--- config.mk ---
export PLATFORM = sky130hd
export DESIGN_NAME = pll_reset_sequencer
export DESIGN_NICKNAME = d
export VERILOG_FILES = /design/src/rtl/pll_seq_pkg.sv /design/src/rtl/sync_2ff.sv /design/src/rtl/pll_reset_sequencer.sv
export SDC_FILE = /design/constraint.sdc
export NUM_CORES = 1
export LEC_CHECK = 0
export BUFFER_PORTS_ARGS = -buffer_cell sky130_fd_sc_hd__buf_2
export CAP_MARGIN = 25
export CORE_ASPECT_RATIO = 0.7
export CORE_MARGIN = 4
export CORE_UTILIZATION = 60
export DETAILED_ROUTE_END_ITERATION = 8
export HOLD_SLACK_MARGIN = 0.15
export PLACE_DENSITY = 0.8
export SLEW_MARGIN = 10
export SYNTH_ARGS = -nofsm -noshare
export SYNTH_HDL_FRONTEND = slang
export SYNTH_HIERARCHICAL = 1
export SYNTH_SLANG_ARGS = --single-unit
--- constraint.sdc ---
create_clock -name refclk -period 5.65 [get_ports refclk]
set_clock_uncertainty 0.2 [all_clocks]
set_input_delay 0.565 -clock refclk [delete_from_list [all_inputs] [get_ports refclk]]
set_output_delay 0.565 -clock refclk [all_outputs]
set_load 0.01 [all_outputs]
--- src/rtl/pll_seq_pkg.sv ---
// Shared definitions for the PLL reset sequencer.
//   state_t   : sequencer FSM states
//   cnt_width : width of a counter able to reach the given cycle count
package pll_seq_pkg;

    typedef enum logic [2:0] {
        HOLD      = 3'd0,
        WAIT_LOCK = 3'd1,
        STABLE    = 3'd2,
        RELEASE   = 3'd3,
        RUN       = 3'd4,
        FAULT     = 3'd5
    } state_t;

    // One spare bit above $clog2 so the terminal value always fits.
    function automatic int unsigned cnt_width(input int unsigned max_cycles);
        return $clog2(max_cycles) + 1;
    endfunction

endpackage

--- src/rtl/sync_2ff.sv ---
// Two-flop synchronizer for a single asynchronous level.
//   clk : destination clock
//   rst : asynchronous active-high reset, clears both flops
//   d   : asynchronous input
//   q   : synchronized output (two clk edges of latency)
module sync_2ff (
    input  logic clk,
    input  logic rst,
    input  logic d,
    output logic q
);

    logic meta;

    always_ff @(posedge clk or posedge rst) begin
        if (rst) begin
            meta <= 1'b0;
            q    <= 1'b0;
        end else begin
            meta <= d;
            q    <= meta;
        end
    end

endmodule

--- src/rtl/pll_reset_sequencer.sv ---
// PLL bring-up and staged domain reset release.
// Holds the PLL in reset, waits for a stable lock (with timeout and retry
// budget), then releases the per-domain resets one after another.
//   refclk          : PLL reference clock, sole clock of this block
//   rst             : asynchronous active-high reset
//   pll_locked      : PLL lock indicator, asynchronous to refclk
//   restart_req     : single-cycle pulse forcing a full re-sequence
//   pll_rst         : reset to the PLL
//   domain_rst      : active-high reset per PLL output domain
//   ready           : all domains released and lock held
//   fault           : retry budget exhausted
//   lock_loss_count : lock losses after release, saturating at 255
module pll_reset_sequencer
    import pll_seq_pkg::*;
#(
    parameter int unsigned RST_HOLD_CYCLES     = 16,
    parameter int unsigned LOCK_STABLE_CYCLES  = 1024,
    parameter int unsigned STAGE_GAP_CYCLES    = 8,
    parameter int unsigned LOCK_TIMEOUT_CYCLES = 65536,
    parameter int unsigned MAX_RETRIES         = 3,
    parameter int unsigned NUM_DOMAINS         = 5
) (
    input  logic                   refclk,
    input  logic                   rst,
    input  logic                   pll_locked,
    input  logic                   restart_req,
    output logic                   pll_rst,
    output logic [NUM_DOMAINS-1:0] domain_rst,
    output logic                   ready,
    output logic                   fault,
    output logic [7:0]             lock_loss_count
);

    localparam int unsigned MAX_AB  = (RST_HOLD_CYCLES > LOCK_STABLE_CYCLES) ?
                                      RST_HOLD_CYCLES : LOCK_STABLE_CYCLES;
    localparam int unsigned MAX_CD  = (STAGE_GAP_CYCLES > LOCK_TIMEOUT_CYCLES) ?
                                      STAGE_GAP_CYCLES : LOCK_TIMEOUT_CYCLES;
    localparam int unsigned MAX_CYC = (MAX_AB > MAX_CD) ? MAX_AB : MAX_CD;
    localparam int unsigned CW      = cnt_width(MAX_CYC);
    localparam int unsigned RW      = cnt_width(MAX_RETRIES);

    localparam logic [CW-1:0] HOLD_LAST    = CW'(RST_HOLD_CYCLES - 1);
    localparam logic [CW-1:0] STABLE_LAST  = CW'(LOCK_STABLE_CYCLES - 1);
    localparam logic [CW-1:0] GAP_LAST     = CW'(STAGE_GAP_CYCLES - 1);
    localparam logic [CW-1:0] TIMEOUT_LAST = CW'(LOCK_TIMEOUT_CYCLES - 1);
    localparam logic [RW-1:0] RETRY_LIMIT  = RW'(MAX_RETRIES);

    logic          lk;
    state_t        state;
    logic [CW-1:0] cnt;
    logic [RW-1:0] retry;

    sync_2ff u_sync (
        .clk (refclk),
        .rst (rst),
        .d   (pll_locked),
        .q   (lk)
    );

    always_ff @(posedge refclk or posedge rst) begin
        if (rst) begin
            state           <= HOLD;
            cnt             <= '0;
            retry           <= '0;
            pll_rst         <= 1'b1;
            domain_rst      <= '1;
            ready           <= 1'b0;
            fault           <= 1'b0;
            lock_loss_count <= '0;
        end else if (restart_req) begin
            // Wins over a coincident lock loss, so no loss is counted.
            state      <= HOLD;
            cnt        <= '0;
            retry      <= '0;
            pll_rst    <= 1'b1;
            domain_rst <= '1;
            ready      <= 1'b0;
            fault      <= 1'b0;
        end else if (!lk && (state == RELEASE || state == RUN)) begin
            // Lock lost after release began: re-sequence, keep retry budget.
            state      <= HOLD;
            cnt        <= '0;
            pll_rst    <= 1'b1;
            domain_rst <= '1;
            ready      <= 1'b0;
            if (lock_loss_count != 8'hFF) begin
                lock_loss_count <= lock_loss_count + 8'd1;
            end
        end else begin
            case (state)
                HOLD: begin
                    if (cnt == HOLD_LAST) begin
                        state   <= WAIT_LOCK;
                        cnt     <= '0;
                        pll_rst <= 1'b0;
                    end else begin
                        cnt <= cnt + 1'b1;
                    end
                end
                WAIT_LOCK: begin
                    if (lk) begin
                        state <= STABLE;
                        cnt   <= '0;
                    end else if (cnt == TIMEOUT_LAST) begin
                        cnt     <= '0;
                        pll_rst <= 1'b1;
                        if (retry == RETRY_LIMIT) begin
                            state <= FAULT;
                            fault <= 1'b1;
                        end else begin
                            state <= HOLD;
                            retry <= retry + 1'b1;
                        end
                    end else begin
                        cnt <= cnt + 1'b1;
                    end
                end
                STABLE: begin
                    if (!lk) begin
                        state <= WAIT_LOCK;
                        cnt   <= '0;
                    end else if (cnt == STABLE_LAST) begin
                        state         <= RELEASE;
                        cnt           <= '0;
                        domain_rst[0] <= 1'b0;
                    end else begin
                        cnt <= cnt + 1'b1;
                    end
                end
                RELEASE: begin
                    // Shifting in zeros from bit 0 releases the next domain
                    // without tracking an index.
                    if (domain_rst == '0) begin
                        state <= RUN;
                        ready <= 1'b1;
                    end else if (cnt == GAP_LAST) begin
                        cnt        <= '0;
                        domain_rst <= domain_rst << 1;
                    end else begin
                        cnt <= cnt + 1'b1;
                    end
                end
                RUN: begin
                end
                FAULT: begin
                end
                default: begin
                    state <= HOLD;
                end
            endcase
        end
    end

endmodule

==> results of run 1 <==
[power by group]
| group | internal [uW] | switching [uW] | leakage, uW | total (uW) |
|---|---|---|---|---|
| clock network | 175 | 99.4 | 0.0000681 | 275 |
| logic | 64.5 | 94.0 | 0.000494 | 159 |
| registers | 318 | 38.9 | 0.000541 | 357 |
| total | 558 | 232 | 0.00110 | 791 |
[layer usage]
metal,part of all wire,vias to the layer above
met5,0,-
met4,0.0069,0
met3,0.047,5
met2,0.42,36
met1,0.53,866
li1,-,889
[per-stage QoR]
step | worst slack (ns) | power, uW | util
after floorplan | 3.05 | 487 | -
after global placement | 2.79 | 511 | 0.667
after detailed placement | 2.67 | 520 | 0.667
after CTS | 2.67 | 794 | 0.707
after global routing | 2.36 | 833 | 0.707
final | 2.68 | 791 | 0.707
[area by class of cell]
type                    count  area [um^2]
repair buffers             21          113
clock buffers               5         68.8
flip-flops and latches     41         1030
clock inverters             3         65.1
well taps                  50         62.6
fillers                   285         1060
inverters                   8         30.0
multi-input cells         181         1190
[cells in the final DEF (no fill, tap or decap), drive strengths merged, types with 7 or more instances in the layout]
cell and n:
nand2 27, inv 8, o21ai 11, xor2 9
nor2 28, xnor2 10, a21oi 7, and3 7
nand4 10, nand3 8, buf 20, dfrtp 35
[kinds of logic after synthesis]
| logic type | Yosys count | synth area share |
|---|---|---|
| simple gates | 109 | 0.247 |
| flops | 41 | 0.444 |
| compound gates | 39 | 0.125 |
| xor+xnor | 19 | 0.0714 |
| buf+inv | 16 | 0.0456 |
| mux | 8 | 0.0354 |
| fa+ha+maj | 6 | 0.0322 |
[synth_stat cells, types with 2 or more instances]
cell | n | area (um^2)
dfrtp_1 | 35 | 876
nor2_1 | 28 | 105
nand2_1 | 27 | 101
o21ai_0 | 11 | 55.1
nand4_1 | 10 | 62.6
xnor2_1 | 10 | 87.6
xor2_1 | 9 | 78.8
inv_1 | 8 | 30.0
nand3_1 | 7 | 35.0
a21oi_1 | 6 | 30.0
and3_1 | 6 | 37.5
dfstp_2 | 6 | 158
ha_1 | 6 | 75.1
mux2i_1 | 6 | 60.1
nor3_1 | 5 | 25.0
nor4_1 | 4 | 25.0
clkbuf_8 | 3 | 41.3
nand2b_1 | 3 | 18.8
nand3b_1 | 3 | 22.5
a211oi_1 | 2 | 15.0
a31oi_1 | 2 | 12.5
buf_6 | 2 | 22.5
clkbuf_1 | 2 | 7.51
mux2_2 | 2 | 22.5
or2_2 | 2 | 12.5
or2b_2 | 2 | 17.5
[sequential cells by signal, summed over array words and instances, names as in the netlist]
register	cells
lock_loss_count	8
ready	1
pll_rst	1
u_sync/q	1
u_sync/meta	1
cnt	17
retry	3
fault	1
domain_rst	5
state	3
[critical path, delay by kind of cell (launching register included)]
family	cells	cell delay [ns]
AO/OA/AOI/OAI	2	0.90
AND/OR/NAND/NOR	5	0.83
adder cells (fa/ha/maj)	2	0.42
flip-flops	1	0.40
buffers and inverters	1	0.08
[worst min path at each step]
stage / start / endpoint / slack (ns)
2_1_floorplan: rst / u_sync/meta / 0.11
5_1_grt: pll_locked / u_sync/meta / 0.16
6_report: u_sync/meta / u_sync/q / 0.16
3_5_place_dp: u_sync/meta / u_sync/q / 0.14
4_1_cts: u_sync/meta / u_sync/q / 0.16
3_3_place_gp: u_sync/meta / u_sync/q / 0.13
[what timing repair did]
item                      4_1_cts  5_1_grt
resized for setup               0        0
hold endpoints to repair        2        0
hold buffers                    1        0
==> results.sh, run 1 <==
export IMPL_synthCells=238
export IMPL_drtAntennaViolNets=0
export IMPL_yosys_warnings=6
export IMPL_clk_path_buf_depth=2
export IMPL_drv_cap=0
export IMPL_ys_flop_type="dfrtp_1"
export IMPL_endpoint_kind="register"
export IMPL_die_area_um2=4960
export IMPL_r2r_end="cnt[9]"
export IMPL_synthArstFlopShare=1.00
export IMPL_grt_pass1_wl_mm=8.06
export IMPL_power_density_nw_per_um2=309
export IMPL_setup_tns_final_ns=0
export IMPL_worstPathRequired_ns=5.62
export IMPL_nNetsFinal=268
export IMPL_wl_per_cell_um=15.4
export IMPL_synth_edf_count=0
export IMPL_place_congestion=0.920
export IMPL_grt_use_total=0.215
export IMPL_io_buffers=19
export IMPL_synth_fp_nets=248
export IMPL_dieHeight_um=60.1
export IMPL_rsz0062_at_grt="false"
export IMPL_use_met2=0.298
export IMPL_drc=0
export IMPL_grt_overflow=0
export IMPL_syn2layout_area_growth_pct=9.99
export IMPL_fin_area_um2=2560
export IMPL_path_cells="ha_1 -> nand3_2 -> nor3_4 -> nand4_1 -> inv_1 -> ha_1 -> nor4_1 -> a2111o_1 -> a31oi_4 -> nor2_1"
export IMPL_ys_ff_latch=41
export IMPL_row_count=18
export IMPL_cp_common_cell="ha_1"
export IMPL_clk_latency_ns=0.29
export IMPL_fin_hold_ws_ns=0.161
export IMPL_met3_usage=0.0527
export IMPL_setup_viol=0
export IMPL_finalHoldViolCount=0
export IMPL_tightest_slew_ns=0.675
export IMPL_grt_max_degree=40
export IMPL_hold_depth=0
export IMPL_numCtsBuffers=5
export IMPL_maxSlewViolCount=0
export IMPL_grt_pass1_vias=1710
export IMPL_synth_cell_type_count=57
export IMPL_antenna_found_initial=0
export IMPL_clkSinkCount=41
export IMPL_drt_iter0_drc=170
export IMPL_drive_gt1_frac=0.208
export IMPL_vias=1796
export IMPL_ff2ff_path_depth=10
export IMPL_drt_total_wl_mm=4.76
export IMPL_core_um2=3630
export IMPL_synth_seq_area_share=0.444
export IMPL_status="completed"
export IMPL_cts_tree="done"
export IMPL_fin_crit_sh=0.525
export IMPL_max_freq_mhz=337
export IMPL_dieWidth_um=82.5
export IMPL_place_inst=300
export IMPL_cp_slowest_stage_delay_ns=0.49
export IMPL_slowest_stage="a2111o_1"
export IMPL_dr_pass1_iters=4
export IMPL_fin_cells=309
export IMPL_criticalPathCategory="reg -> reg"
export IMPL_ir_worst_vdd_uv=239
export IMPL_cts_setup_buffers=0
export IMPL_viasPerCell=5.81
export IMPL_worstPathArrival_ns=2.94
export IMPL_reg2reg_from="cnt[0]"
export IMPL_ios=20
export IMPL_reg2reg_slack_ns=2.68
export IMPL_syn_avg_cell_area_um2=9.79
export IMPL_hpwl_mm=3.58
export IMPL_initial_utilization=0.643
export IMPL_grt_busiest_layer="met1"
export IMPL_crit_path_max_fanout=13
export IMPL_root_buffer="clkbuf_8"
export IMPL_endpoint="cnt[9]"
export IMPL_worst_setup_path_start_kind="register"
export IMPL_post_dp_cell_area_um2=2420
export IMPL_clk_pin_slew_worst_paths_ns=0.08
export IMPL_critPathLaunch="cnt[0]"
export IMPL_hp_class="reg -> reg"
export IMPL_cts_max_level=2
export IMPL_p_leak_uw=0.00110
export IMPL_fin_crit_ns=2.97
export IMPL_n_antenna_cell=0
export IMPL_grtUsageMet1=0.329
export IMPL_slew_headroom=0.550
export IMPL_syn_area_um2=2330
No activity file was read; power rests on OpenSTA's default activity.
==> run 2, diff against run 1 <==
--- a/config.mk
+++ b/config.mk
@@ -9,10 +9,10 @@
 export CAP_MARGIN = 25
 export CORE_ASPECT_RATIO = 0.7
 export CORE_MARGIN = 4
-export CORE_UTILIZATION = 60
+export CORE_UTILIZATION = 53
 export DETAILED_ROUTE_END_ITERATION = 8
 export HOLD_SLACK_MARGIN = 0.15
-export PLACE_DENSITY = 0.8
+export PLACE_DENSITY = 0.75
 export SLEW_MARGIN = 10
 export SYNTH_ARGS = -nofsm -noshare
 export SYNTH_HDL_FRONTEND = slang
==> constraint.sdc (replaced) <==
create_clock -name refclk -period 2.45 [get_ports refclk]
set_clock_uncertainty 0.2 [all_clocks]
set_input_delay 0.245 -clock refclk [delete_from_list [all_inputs] [get_ports refclk]]
set_output_delay 0.245 -clock refclk [all_outputs]
set_load 0.01 [all_outputs]
==> results.sh, run 2 (same netlist as run 1, synthesis figures left out) <==
export IMPL_cts_max_level=2
export IMPL_critPathLaunch="cnt[14]"
export IMPL_clkSinkCount=41
export IMPL_grt_overflow=0
export IMPL_finalPower_uw=1960
export IMPL_wl_per_cell_um=16.0
export IMPL_die_area_um2=5540
export IMPL_p_switching_uw=596
export IMPL_drive_gt1_frac=0.331
export IMPL_vias=1990
export IMPL_cts_tree="done"
export IMPL_drc=0
export IMPL_clk_latency_ns=0.29
export IMPL_grt_use_total=0.218
export IMPL_grt_max_degree=40
export IMPL_grt_pass1_vias=1975
export IMPL_p_leak_uw=0.00130
export IMPL_status="completed"
export IMPL_worst_setup_path_start_kind="register"
export IMPL_dieHeight_um=63.5
export IMPL_setup_viol=0
export IMPL_place_congestion=0.861
export IMPL_power_density_nw_per_um2=668
export IMPL_p_sw_frac=0.304
export IMPL_drt_iter0_drc=143
export IMPL_viasPerCell=5.72
export IMPL_dieWidth_um=87.2
export IMPL_worstPathRequired_ns=2.43
export IMPL_io_buffers=19
export IMPL_core_um2=4070
export IMPL_fin_crit_sh=0.998
export IMPL_ir_worst_vdd_uv=536
export IMPL_final_common_cell="dfrtp_1"
export IMPL_top_regs="cnt x17, lock_loss_count x8, domain_rst x5"
export IMPL_setup_ws_ns=0.00601
export IMPL_drtAntennaViolNets=0
export IMPL_pre_cts_slack_ns=-0.0276
export IMPL_reg2reg_from="cnt[14]"
export IMPL_hp_class="reg -> reg"
export IMPL_root_buffer="clkbuf_8"
export IMPL_numCtsBuffers=5
export IMPL_seq_power_share=0.409
export IMPL_drt_total_wl_mm=5.57
export IMPL_worstHoldStart="u_sync/meta"
export IMPL_clk_pin_slew_worst_paths_ns=0.08
export IMPL_max_freq_mhz=409
export IMPL_clkPwrFrac=0.286
export IMPL_ios=20
export IMPL_tightest_slew_ns=0.471
export IMPL_maxSlewViolCount=0
export IMPL_initial_utilization=0.573
export IMPL_place_inst=331
export IMPL_p_comb_frac=0.305
export IMPL_grt_pass1_wl_mm=9.65
export IMPL_worstPathArrival_ns=2.42
export IMPL_layout_common_cells="dfrtp_1 (34), buf_4 (32), nor2_1 (28)"
export IMPL_crit_path_max_fanout=13
export IMPL_clk_path_buf_depth=2
export IMPL_nNetsFinal=305
export IMPL_fin_crit_ns=2.44
export IMPL_fin_cells=348
export IMPL_finalHoldViolCount=0
export IMPL_drv_cap=0
export IMPL_criticalPathCategory="reg -> reg"
export IMPL_hpwl_mm=3.97
export IMPL_rsz0062_at_grt="true"
export IMPL_slowest_stage="dfrtp_1"
export IMPL_p_int_uw=1360
export IMPL_row_count=19
export IMPL_endpoint_kind="register"
export IMPL_syn2layout_area_growth_pct=25.9
export IMPL_reg2reg_slack_ns=0.006
export IMPL_regMostFlops="cnt"
export IMPL_path_cells="nor4_4 -> nand4_1 -> o31a_1 -> a2111o_1 -> a31oi_4 -> buf_12 -> nor2_1"
export IMPL_slew_headroom=0.678
export IMPL_dr_pass1_iters=4
export IMPL_n_antenna_cell=0
export IMPL_cp_slowest_stage_delay_ns=0.43
export IMPL_largest_reg_flops=17
export IMPL_antenna_found_initial=0
## run 2: cell count changes in the layout (fill, tap and decap cells not counted), moves of 2 or more
| cell | delta |
|---|---|
| buf_6 | +2 |
| ha_1 | -2 |
| nand2_1 | -2 |
| nand2_2 | +2 |
| buf_4 | +31 |
| o21ai_0 | -2 |
| dlygate4sd3_1 | +3 |
## run 2: cell type report
class	instances	area, um^2
multi-input cells	181	1270
fillers	304	1130
flip-flops and latches	41	1030
repair buffers	58	418
clock buffers	7	86.3
well taps	52	65.1
clock inverters	1	30.0
inverters	8	30.0
## run 2: through the flow
step	hold slack [ns]	setup TNS [ns]	area, um^2	utilization
finish	0.159	0	2930	0.721
global route	0.189	-1.11	2930	0.721
CTS	0.163	0	2850	0.700
detailed placement	-0.0861	-0.310	2670	0.658
global placement	-0.0942	0	2670	0.658
floorplan	-0.214	-0.700	2350	-
## run 2: power by group through the flow
stage	Sequential, uW	Combinational, uW	Clock, uW
2_1_floorplan	811	327	0
3_3_place_gp	811	492	0
5_1_grt	815	654	602
6_report	802	599	560
4_1_cts	800	519	569
3_5_place_dp	813	498	0
## run 2: worst paths after layout
kind	to	cells past startpoint
min in group asynchronous	cnt[1]	4
worst max register to register	cnt[15]	7
worst min register to register	u_sync/q	0
max in group asynchronous	state[2]	4
worst max-delay path	cnt[15]	7
worst min-delay path	u_sync/q	0
## run 2: metal layers
layer	GRT usage	wire (um)	share of wire
met1	0.339	2730	0.49
met2	0.314	2400	0.43
met3	0.0404	387	0.070
met4	0.0421	51	0.0092
met5	0	0	0
## run 2: worst max-delay path: cells and delay by family (launching register included)
family / cells / cell delay (ns)
AO/OA/AOI/OAI: 3 / 0.97
flip-flops: 1 / 0.43
AND/OR/NAND/NOR: 3 / 0.59
buffers and inverters: 1 / 0.15
## run 2: repair_timing
item                                    4_1_cts  5_1_grt
hold buffers                                  4        0
pin swaps                                     4        6
setup buffers                                 0        5
gates resized for setup                       3       13
endpoints found under the setup margin       16       18
hold endpoints to repair                     40        0
